<file path="src/rtl/proc_ctrl_fsm.sv">
// proc_ctrl_fsm: instruction-sequencing controller for the distributed processor core.
// Fetches an instruction (fixed memory read latency), decodes opcode[7:4], then sequences
// pulse writes, fproc/sync handshakes and ALU latency while driving the datapath enables.
// Handshake waits can time out into a sticky ERROR state; DONE and ERROR leave only by reset.
module proc_ctrl_fsm #(
    parameter int MEM_READ_CYCLES = 3,
    parameter int ALU_LATENCY     = 1,
    parameter int WAIT_TIMEOUT    = 0,
    parameter int TMO_W           = 16
) (
    input  logic       clk,
    input  logic       reset,
    input  logic [7:0] opcode,
    input  logic       fproc_ready,
    input  logic       sync_enable,
    input  logic       cstrobe_in,
    output logic [2:0] alu_opcode,
    output logic       alu_in0_sel,
    output logic [1:0] alu_in1_sel,
    output logic       reg_write_en,
    output logic       qclk_load_en,
    output logic       write_pulse_en,
    output logic       c_strobe_enable,
    output logic       instr_ptr_en,
    output logic [1:0] instr_ptr_load_en,
    output logic       instr_load_en,
    output logic       fproc_out_ready,
    output logic       sync_out_ready,
    output logic       done_stb,
    output logic       err,
    output logic [1:0] err_code
);

    typedef enum logic [3:0] {
        S_MEM_WAIT,
        S_DECODE,
        S_TRIG_WAIT,
        S_FPROC_WAIT,
        S_SYNC_WAIT,
        S_ALU_WAIT,
        S_ALU_COMMIT,
        S_DONE,
        S_ERROR
    } state_t;

    localparam logic [3:0] OP_REG_ALU    = 4'b0001;
    localparam logic [3:0] OP_JUMP_I     = 4'b0010;
    localparam logic [3:0] OP_JUMP_COND  = 4'b0011;
    localparam logic [3:0] OP_ALU_FPROC  = 4'b0100;
    localparam logic [3:0] OP_JUMP_FPROC = 4'b0101;
    localparam logic [3:0] OP_INC_QCLK   = 4'b0110;
    localparam logic [3:0] OP_SYNC       = 4'b0111;
    localparam logic [3:0] OP_PULSE      = 4'b1000;
    localparam logic [3:0] OP_PULSE_TRIG = 4'b1001;
    localparam logic [3:0] OP_DONE       = 4'b1010;

    localparam logic [1:0] SEL_QCLK  = 2'b00;
    localparam logic [1:0] SEL_REG   = 2'b01;
    localparam logic [1:0] SEL_FPROC = 2'b10;

    localparam logic [1:0] EC_NONE  = 2'b00;
    localparam logic [1:0] EC_ILLOP = 2'b01;
    localparam logic [1:0] EC_FPROC = 2'b10;
    localparam logic [1:0] EC_SYNC  = 2'b11;

    // One shared phase counter serves MEM_WAIT and ALU_WAIT (never active together).
    localparam int CNT_MAX = (MEM_READ_CYCLES > ALU_LATENCY) ? MEM_READ_CYCLES : ALU_LATENCY;
    localparam int CNT_W   = $clog2(CNT_MAX + 1);
    localparam logic [CNT_W-1:0] MEM_LAST = CNT_W'(MEM_READ_CYCLES - 1);
    localparam logic [CNT_W-1:0] ALU_LAST = CNT_W'(ALU_LATENCY - 1);
    // The counter holds the number of wait cycles already completed, so the cycle in which
    // it equals WAIT_TIMEOUT-1 is the last one the condition may still arrive in.
    localparam logic [TMO_W-1:0] TMO_LAST = TMO_W'((WAIT_TIMEOUT > 0) ? WAIT_TIMEOUT - 1 : 0);

    state_t           state, state_nxt;
    logic [CNT_W-1:0] cnt;
    logic [TMO_W-1:0] tmo_cnt;
    logic [1:0]       err_code_q, err_code_nxt;
    logic [3:0]       op;
    logic [1:0]       op_sel;
    logic             tmo_hit;

    assign op          = opcode[7:4];
    assign alu_opcode  = opcode[2:0];
    assign alu_in0_sel = opcode[3];
    assign tmo_hit     = (WAIT_TIMEOUT > 0) && (tmo_cnt == TMO_LAST);

    // Second ALU operand implied by the instruction class; held from DECODE through COMMIT.
    always_comb begin
        case (op)
            OP_REG_ALU, OP_JUMP_COND:    op_sel = SEL_REG;
            OP_ALU_FPROC, OP_JUMP_FPROC: op_sel = SEL_FPROC;
            default:                     op_sel = SEL_QCLK;
        endcase
    end

    // State register; counters restart whenever the state changes, otherwise saturate.
    always_ff @(posedge clk or negedge reset) begin
        if (!reset) begin
            state      <= S_MEM_WAIT;
            cnt        <= '0;
            tmo_cnt    <= '0;
            err_code_q <= EC_NONE;
        end else begin
            state      <= state_nxt;
            err_code_q <= err_code_nxt;
            if (state_nxt != state) begin
                cnt     <= '0;
                tmo_cnt <= '0;
            end else begin
                if (cnt != '1)     cnt     <= cnt + 1'b1;
                if (tmo_cnt != '1) tmo_cnt <= tmo_cnt + 1'b1;
            end
        end
    end

    // Next-state and datapath enables; everything is forced low while reset is held.
    always_comb begin
        state_nxt         = state;
        err_code_nxt      = err_code_q;
        alu_in1_sel       = SEL_QCLK;
        reg_write_en      = 1'b0;
        qclk_load_en      = 1'b0;
        write_pulse_en    = 1'b0;
        c_strobe_enable   = 1'b0;
        instr_ptr_en      = 1'b0;
        instr_ptr_load_en = 2'b00;
        instr_load_en     = 1'b0;
        fproc_out_ready   = 1'b0;
        sync_out_ready    = 1'b0;
        done_stb          = 1'b0;
        err               = 1'b0;

        case (state)
            S_MEM_WAIT: begin
                if (cnt == MEM_LAST) begin
                    instr_load_en = 1'b1;
                    instr_ptr_en  = 1'b1;
                    state_nxt     = S_DECODE;
                end
            end
            S_DECODE: begin
                case (op)
                    OP_PULSE: begin
                        write_pulse_en = 1'b1;
                        state_nxt      = S_MEM_WAIT;
                    end
                    OP_PULSE_TRIG: begin
                        write_pulse_en  = 1'b1;
                        c_strobe_enable = 1'b1;
                        state_nxt       = cstrobe_in ? S_MEM_WAIT : S_TRIG_WAIT;
                    end
                    OP_REG_ALU, OP_JUMP_COND, OP_INC_QCLK: begin
                        alu_in1_sel = op_sel;
                        state_nxt   = S_ALU_WAIT;
                    end
                    OP_JUMP_I: begin
                        instr_ptr_load_en = 2'b01;
                        state_nxt         = S_MEM_WAIT;
                    end
                    OP_ALU_FPROC, OP_JUMP_FPROC: begin
                        alu_in1_sel     = op_sel;
                        fproc_out_ready = 1'b1;
                        state_nxt       = S_FPROC_WAIT;
                    end
                    OP_SYNC: begin
                        sync_out_ready = 1'b1;
                        state_nxt      = S_SYNC_WAIT;
                    end
                    OP_DONE: state_nxt = S_DONE;
                    default: begin
                        state_nxt    = S_ERROR;
                        err_code_nxt = EC_ILLOP;
                    end
                endcase
            end
            S_TRIG_WAIT: begin
                write_pulse_en  = 1'b1;
                c_strobe_enable = 1'b1;
                if (cstrobe_in) begin
                    state_nxt = S_MEM_WAIT;
                end else if (tmo_hit) begin
                    state_nxt    = S_ERROR;
                    err_code_nxt = EC_SYNC;
                end
            end
            S_FPROC_WAIT: begin
                alu_in1_sel = SEL_FPROC;
                if (fproc_ready) begin
                    state_nxt = S_ALU_WAIT;
                end else if (tmo_hit) begin
                    state_nxt    = S_ERROR;
                    err_code_nxt = EC_FPROC;
                end
            end
            S_SYNC_WAIT: begin
                if (sync_enable) begin
                    state_nxt = S_MEM_WAIT;
                end else if (tmo_hit) begin
                    state_nxt    = S_ERROR;
                    err_code_nxt = EC_SYNC;
                end
            end
            S_ALU_WAIT: begin
                alu_in1_sel = op_sel;
                if (cnt == ALU_LAST) state_nxt = S_ALU_COMMIT;
            end
            S_ALU_COMMIT: begin
                alu_in1_sel = op_sel;
                case (op)
                    OP_REG_ALU, OP_ALU_FPROC:   reg_write_en      = 1'b1;
                    OP_INC_QCLK:                qclk_load_en      = 1'b1;
                    OP_JUMP_COND, OP_JUMP_FPROC: instr_ptr_load_en = 2'b10;
                    default: ;
                endcase
                state_nxt = S_MEM_WAIT;
            end
            S_DONE:  done_stb = 1'b1;
            S_ERROR: err      = 1'b1;
            default: state_nxt = S_MEM_WAIT;
        endcase

        if (!reset) begin
            alu_in1_sel       = SEL_QCLK;
            reg_write_en      = 1'b0;
            qclk_load_en      = 1'b0;
            write_pulse_en    = 1'b0;
            c_strobe_enable   = 1'b0;
            instr_ptr_en      = 1'b0;
            instr_ptr_load_en = 2'b00;
            instr_load_en     = 1'b0;
            fproc_out_ready   = 1'b0;
            sync_out_ready    = 1'b0;
            done_stb          = 1'b0;
            err               = 1'b0;
        end
    end

    assign err_code = reset ? err_code_q : EC_NONE;

endmodule

</file>
<file path="config.mk">
export PLATFORM = sky130hd
export DESIGN_NAME = proc_ctrl_fsm
export DESIGN_NICKNAME = d
export VERILOG_FILES = /design/src/rtl/proc_ctrl_fsm.sv
export SDC_FILE = /design/constraint.sdc
export NUM_CORES = 1
export LEC_CHECK = 0
export ABC_AREA = 1
export CAP_MARGIN = 10
export CORE_UTILIZATION = 46
export DETAILED_ROUTE_END_ITERATION = 8
export PLACE_DENSITY = 0.85
export SYNTH_ARGS = -nofsm -noshare
export SYNTH_HDL_FRONTEND = slang
export SYNTH_SLANG_ARGS = --single-unit
export TNS_END_PERCENT = 30
</file>
<file path="constraint.sdc">
create_clock -name clk -period 2.6 [get_ports clk]
set_clock_uncertainty 0.05 [all_clocks]
set_input_delay 0.52 -clock clk [delete_from_list [all_inputs] [get_ports clk]]
set_output_delay 0.52 -clock clk [all_outputs]
set_load 0.01 [all_outputs]
</file>
==> metrics.md <==
| Metric | Value |
|---|---|
| Status | `finished with violations` |
| Failing checks | `DRC` |
| Commonest non-fill, non-tap cell in the layout | `nand2_1` |
| Pin count of the biggest net entering global routing | `10` |
| Critical path class | `input port to output port` |
| H-tree levels | `1` |
| Post-route design area | `1140 um2` |
| Slew Limit Fails | `0` |
| Grt total ovfl | `0` |
| Main synth FF type | `dfrtp_1` |
| PD cells | `650 nW/um2` |
| FMAX | `0.400 GHz` |
| Vias | `927` |
| Final Util | `0.724` |
| Logic pwr share | `0.595` |
| Global route hottest layer | `met2` |
| Max-cap violations | `0` |
| Worst EP arrival | `1930 ps` |
| Met1 global-route usage | `0.323` |
| Avg Inst Size Synth | `6.11 um2` |
| Longest Clk Path Bufs | `2` |
| Data required time at the worst endpoint | `2030 ps` |
| Diode count | `0` |
| DR WL/cell | `11.3 um` |
| Total iterations of the first detailed-routing run | `8` |
| Hold Fails Final Rpt | `0` |
| Commonest non-fill, non-tap cells in the layout | `nand2_1 (29), nor2_1 (22), buf_4 (15)` |
| Grt met3 use | `0.0367` |
| Total power | `0.742 mW` |
| Placed Area | `1120 um2` |
| RSZ-0062 raised after global routing | `yes` |
| Wire length of the first global-routing pass | `3.48 mm` |
| Area delta synth->final | `40.3%` |
| YS warnings | `0` |
| Num rows | `14` |
| Die height | `44.0 um` |
| Core ar. | `1580 um2` |
| Area leader, netlist | `dfrtp_1` |
| Antenna Nets Post-Route | `0` |
| I/O pin cnt | `33` |
| Detailed-placement wirelength estimate | `1.66 mm` |
| Setup TNS | `0 ps` |
| Clock transition at path regs | `60 ps` |
| Nets | `184` |
| Met2 usage | `0.403` |
| Vias in the first global route | `843` |
| Clock Root Buffer | `clkbuf_4` |
| PortBufs | `23` |
| Skew-Pair Late Insertion Delay | `250 ps` |
| Initial core utilization | `0.516` |
| Hold Path Class | `input port to asynchronous set/reset pin` |
| Die W | `44.0 um` |
| Final Instance Count excl. Fillers | `183` |
| Sw frac | `0.489` |
| Vias/cell | `5.07` |
| Worst Setup Start Kind | `input port` |
| Placed Cells | `179` |
| CP endpoint kind | `output port` |
| Initial antenna violation count | `0` |
| Sequential-to-total area share from yosys stat | `0.215` |
| CP Max Fanout | `3` |
| Leak | `0.670 nW` |
| Top cell type's share of synthesized area | `0.215` |
| Layout cells sized above 1 | `0.246` |
| Int Power | `0.379 mW` |
| Post-Syn Instances | `133` |
| Die ar. | `1940 um2` |
| Power share of the sequential group | `0.272` |
| Initial DRC Count | `31` |
| CTS sink count | `7` |
| Setup violations, final | `0` |
| DRC | `1` |
| GRT Total Usage | `0.235` |
| Total setup buffers inserted after CTS | `0` |
| Fin crit share | `0.963` |
| FF+latch count, synth | `7` |
| P_sw | `0.363 mW` |
| Minimum clock period | `2500 ps` |
| Post-Syn Area | `813 um2` |
| Final WL | `2.07 mm` |
| CTS Buf Count | `3` |
| Synth area leaders | `dfrtp_1 (22%), nand2_1 (13%), nor2_1 (11%), buf_4 (6.5%), inv_1 (6.5%)` |
| Distinct cells, synth | `22` |
| R2r setup slk | `890 ps` |
| Max IR drop VDD | `593 uV` |
| Syn_nets | `149` |
| Post-synth ARST share | `1.00` |
| Clock power share | `0.133` |
| Post-synth EDFFs | `0` |
| CTS tree | `built` |
| Gpl congestion | `0.881` |
| Layout filler cell count | `129` |
[flip-flops by register name, indices dropped and copies added, names as in the netlist]
signal,flops
cnt,2
state,4
err_code_q,1
[per-layer routing]
metal | part of all wire | up-vias
met4 | 0 | 0
li1 | - | 476
met5 | 0 | -
met1 | 0.48 | 425
met3 | 0.049 | 0
met2 | 0.47 | 26
[cell usage after synthesis, types with 3 or more instances]
| master | n |
|---|---|
| buf_4 | 7 |
| dfrtp_1 | 7 |
| ha_1 | 3 |
| inv_1 | 14 |
| inv_2 | 7 |
| nand2_1 | 29 |
| nand2_2 | 7 |
| nand3_1 | 10 |
| nor2_1 | 23 |
| nor2_2 | 3 |
| nor3_1 | 5 |
| o21ai_0 | 5 |
[area by class of cell]
type	count	area (um2)	area share
multi-input cells	98	513	0.450
repair buffers	37	328	0.287
flip-flops and latches	7	175	0.154
inverters	21	78.8	0.0691
clock buffers	4	26.3	0.0230
well taps	16	20.0	0.0175
[worst paths after layout]
check / startpoint / endpoint / cells after the start
hold reg to reg: err_code_q[0]$_DFFE_PN0P_ / err_code_q[0]$_DFFE_PN0P_ / 2
setup reg to reg: cnt[0]$_DFFE_PN0P_ / cnt[0]$_DFFE_PN0P_ / 13
min in group clk: err_code_q[0]$_DFFE_PN0P_ / err_code_q[0]$_DFFE_PN0P_ / 2
setup / recovery: opcode[7] / reg_write_en / 10
max in group asynchronous: reset / state[2]$_DFF_PN0_ / 2
hold / removal: reset / state[1]$_DFF_PN0_ / 2
[cells by family (layout without fill, tap and decap cells)]
logic type / after synthesis / after routing / share of synthesized area
simple gates: 82 / 82 / 0.486
buf+inv: 28 / 62 / 0.162
compound gates: 11 / 11 / 0.0754
flops: 7 / 7 / 0.215
fa+ha+maj: 3 / 3 / 0.0462
other cells: 1 / 1 / 0.00461
xor+xnor: 1 / 1 / 0.0108
[worst max-delay path: stages]
cell and delay (ps):
clkdlybuf4s50_1 420, buf_4 150, inv_2 80, nand2_1 110, nor2_2 120, inv_1 60, o21ai_0 60, nand3_1 90
inv_1 60, dlygate4sd2_1 270
[per-stage QoR]
| step | setup slack, ps | hold WS (ps) |
|---|---|---|
| floorplan | 623 | 174 |
| global placement | -150 | 402 |
| detailed placement | -196 | 417 |
| CTS | 3.08 | 435 |
| global route | -37.4 | 285 |
| finish | 97.4 | 265 |
[power by group through the flow]
| stage | logic [mW] | clock network (mW) | registers (mW) |
|---|---|---|---|
| floorplan | 0.351 | 0 | 0.173 |
| global placement | 0.423 | 0 | 0.197 |
| detailed placement | 0.432 | 0 | 0.199 |
| CTS | 0.442 | 0.100 | 0.200 |
| global route | 0.494 | 0.107 | 0.206 |
| finish | 0.441 | 0.0988 | 0.202 |
[timing repair]
item / 4_1_cts / 5_1_grt
hold endpoints to repair: 0 / 0
gates resized for setup: 11 / 5
hold buffers: 0 / 0
endpoints found under the setup margin: 10 / 8
(Power assumes the default switching activity.)
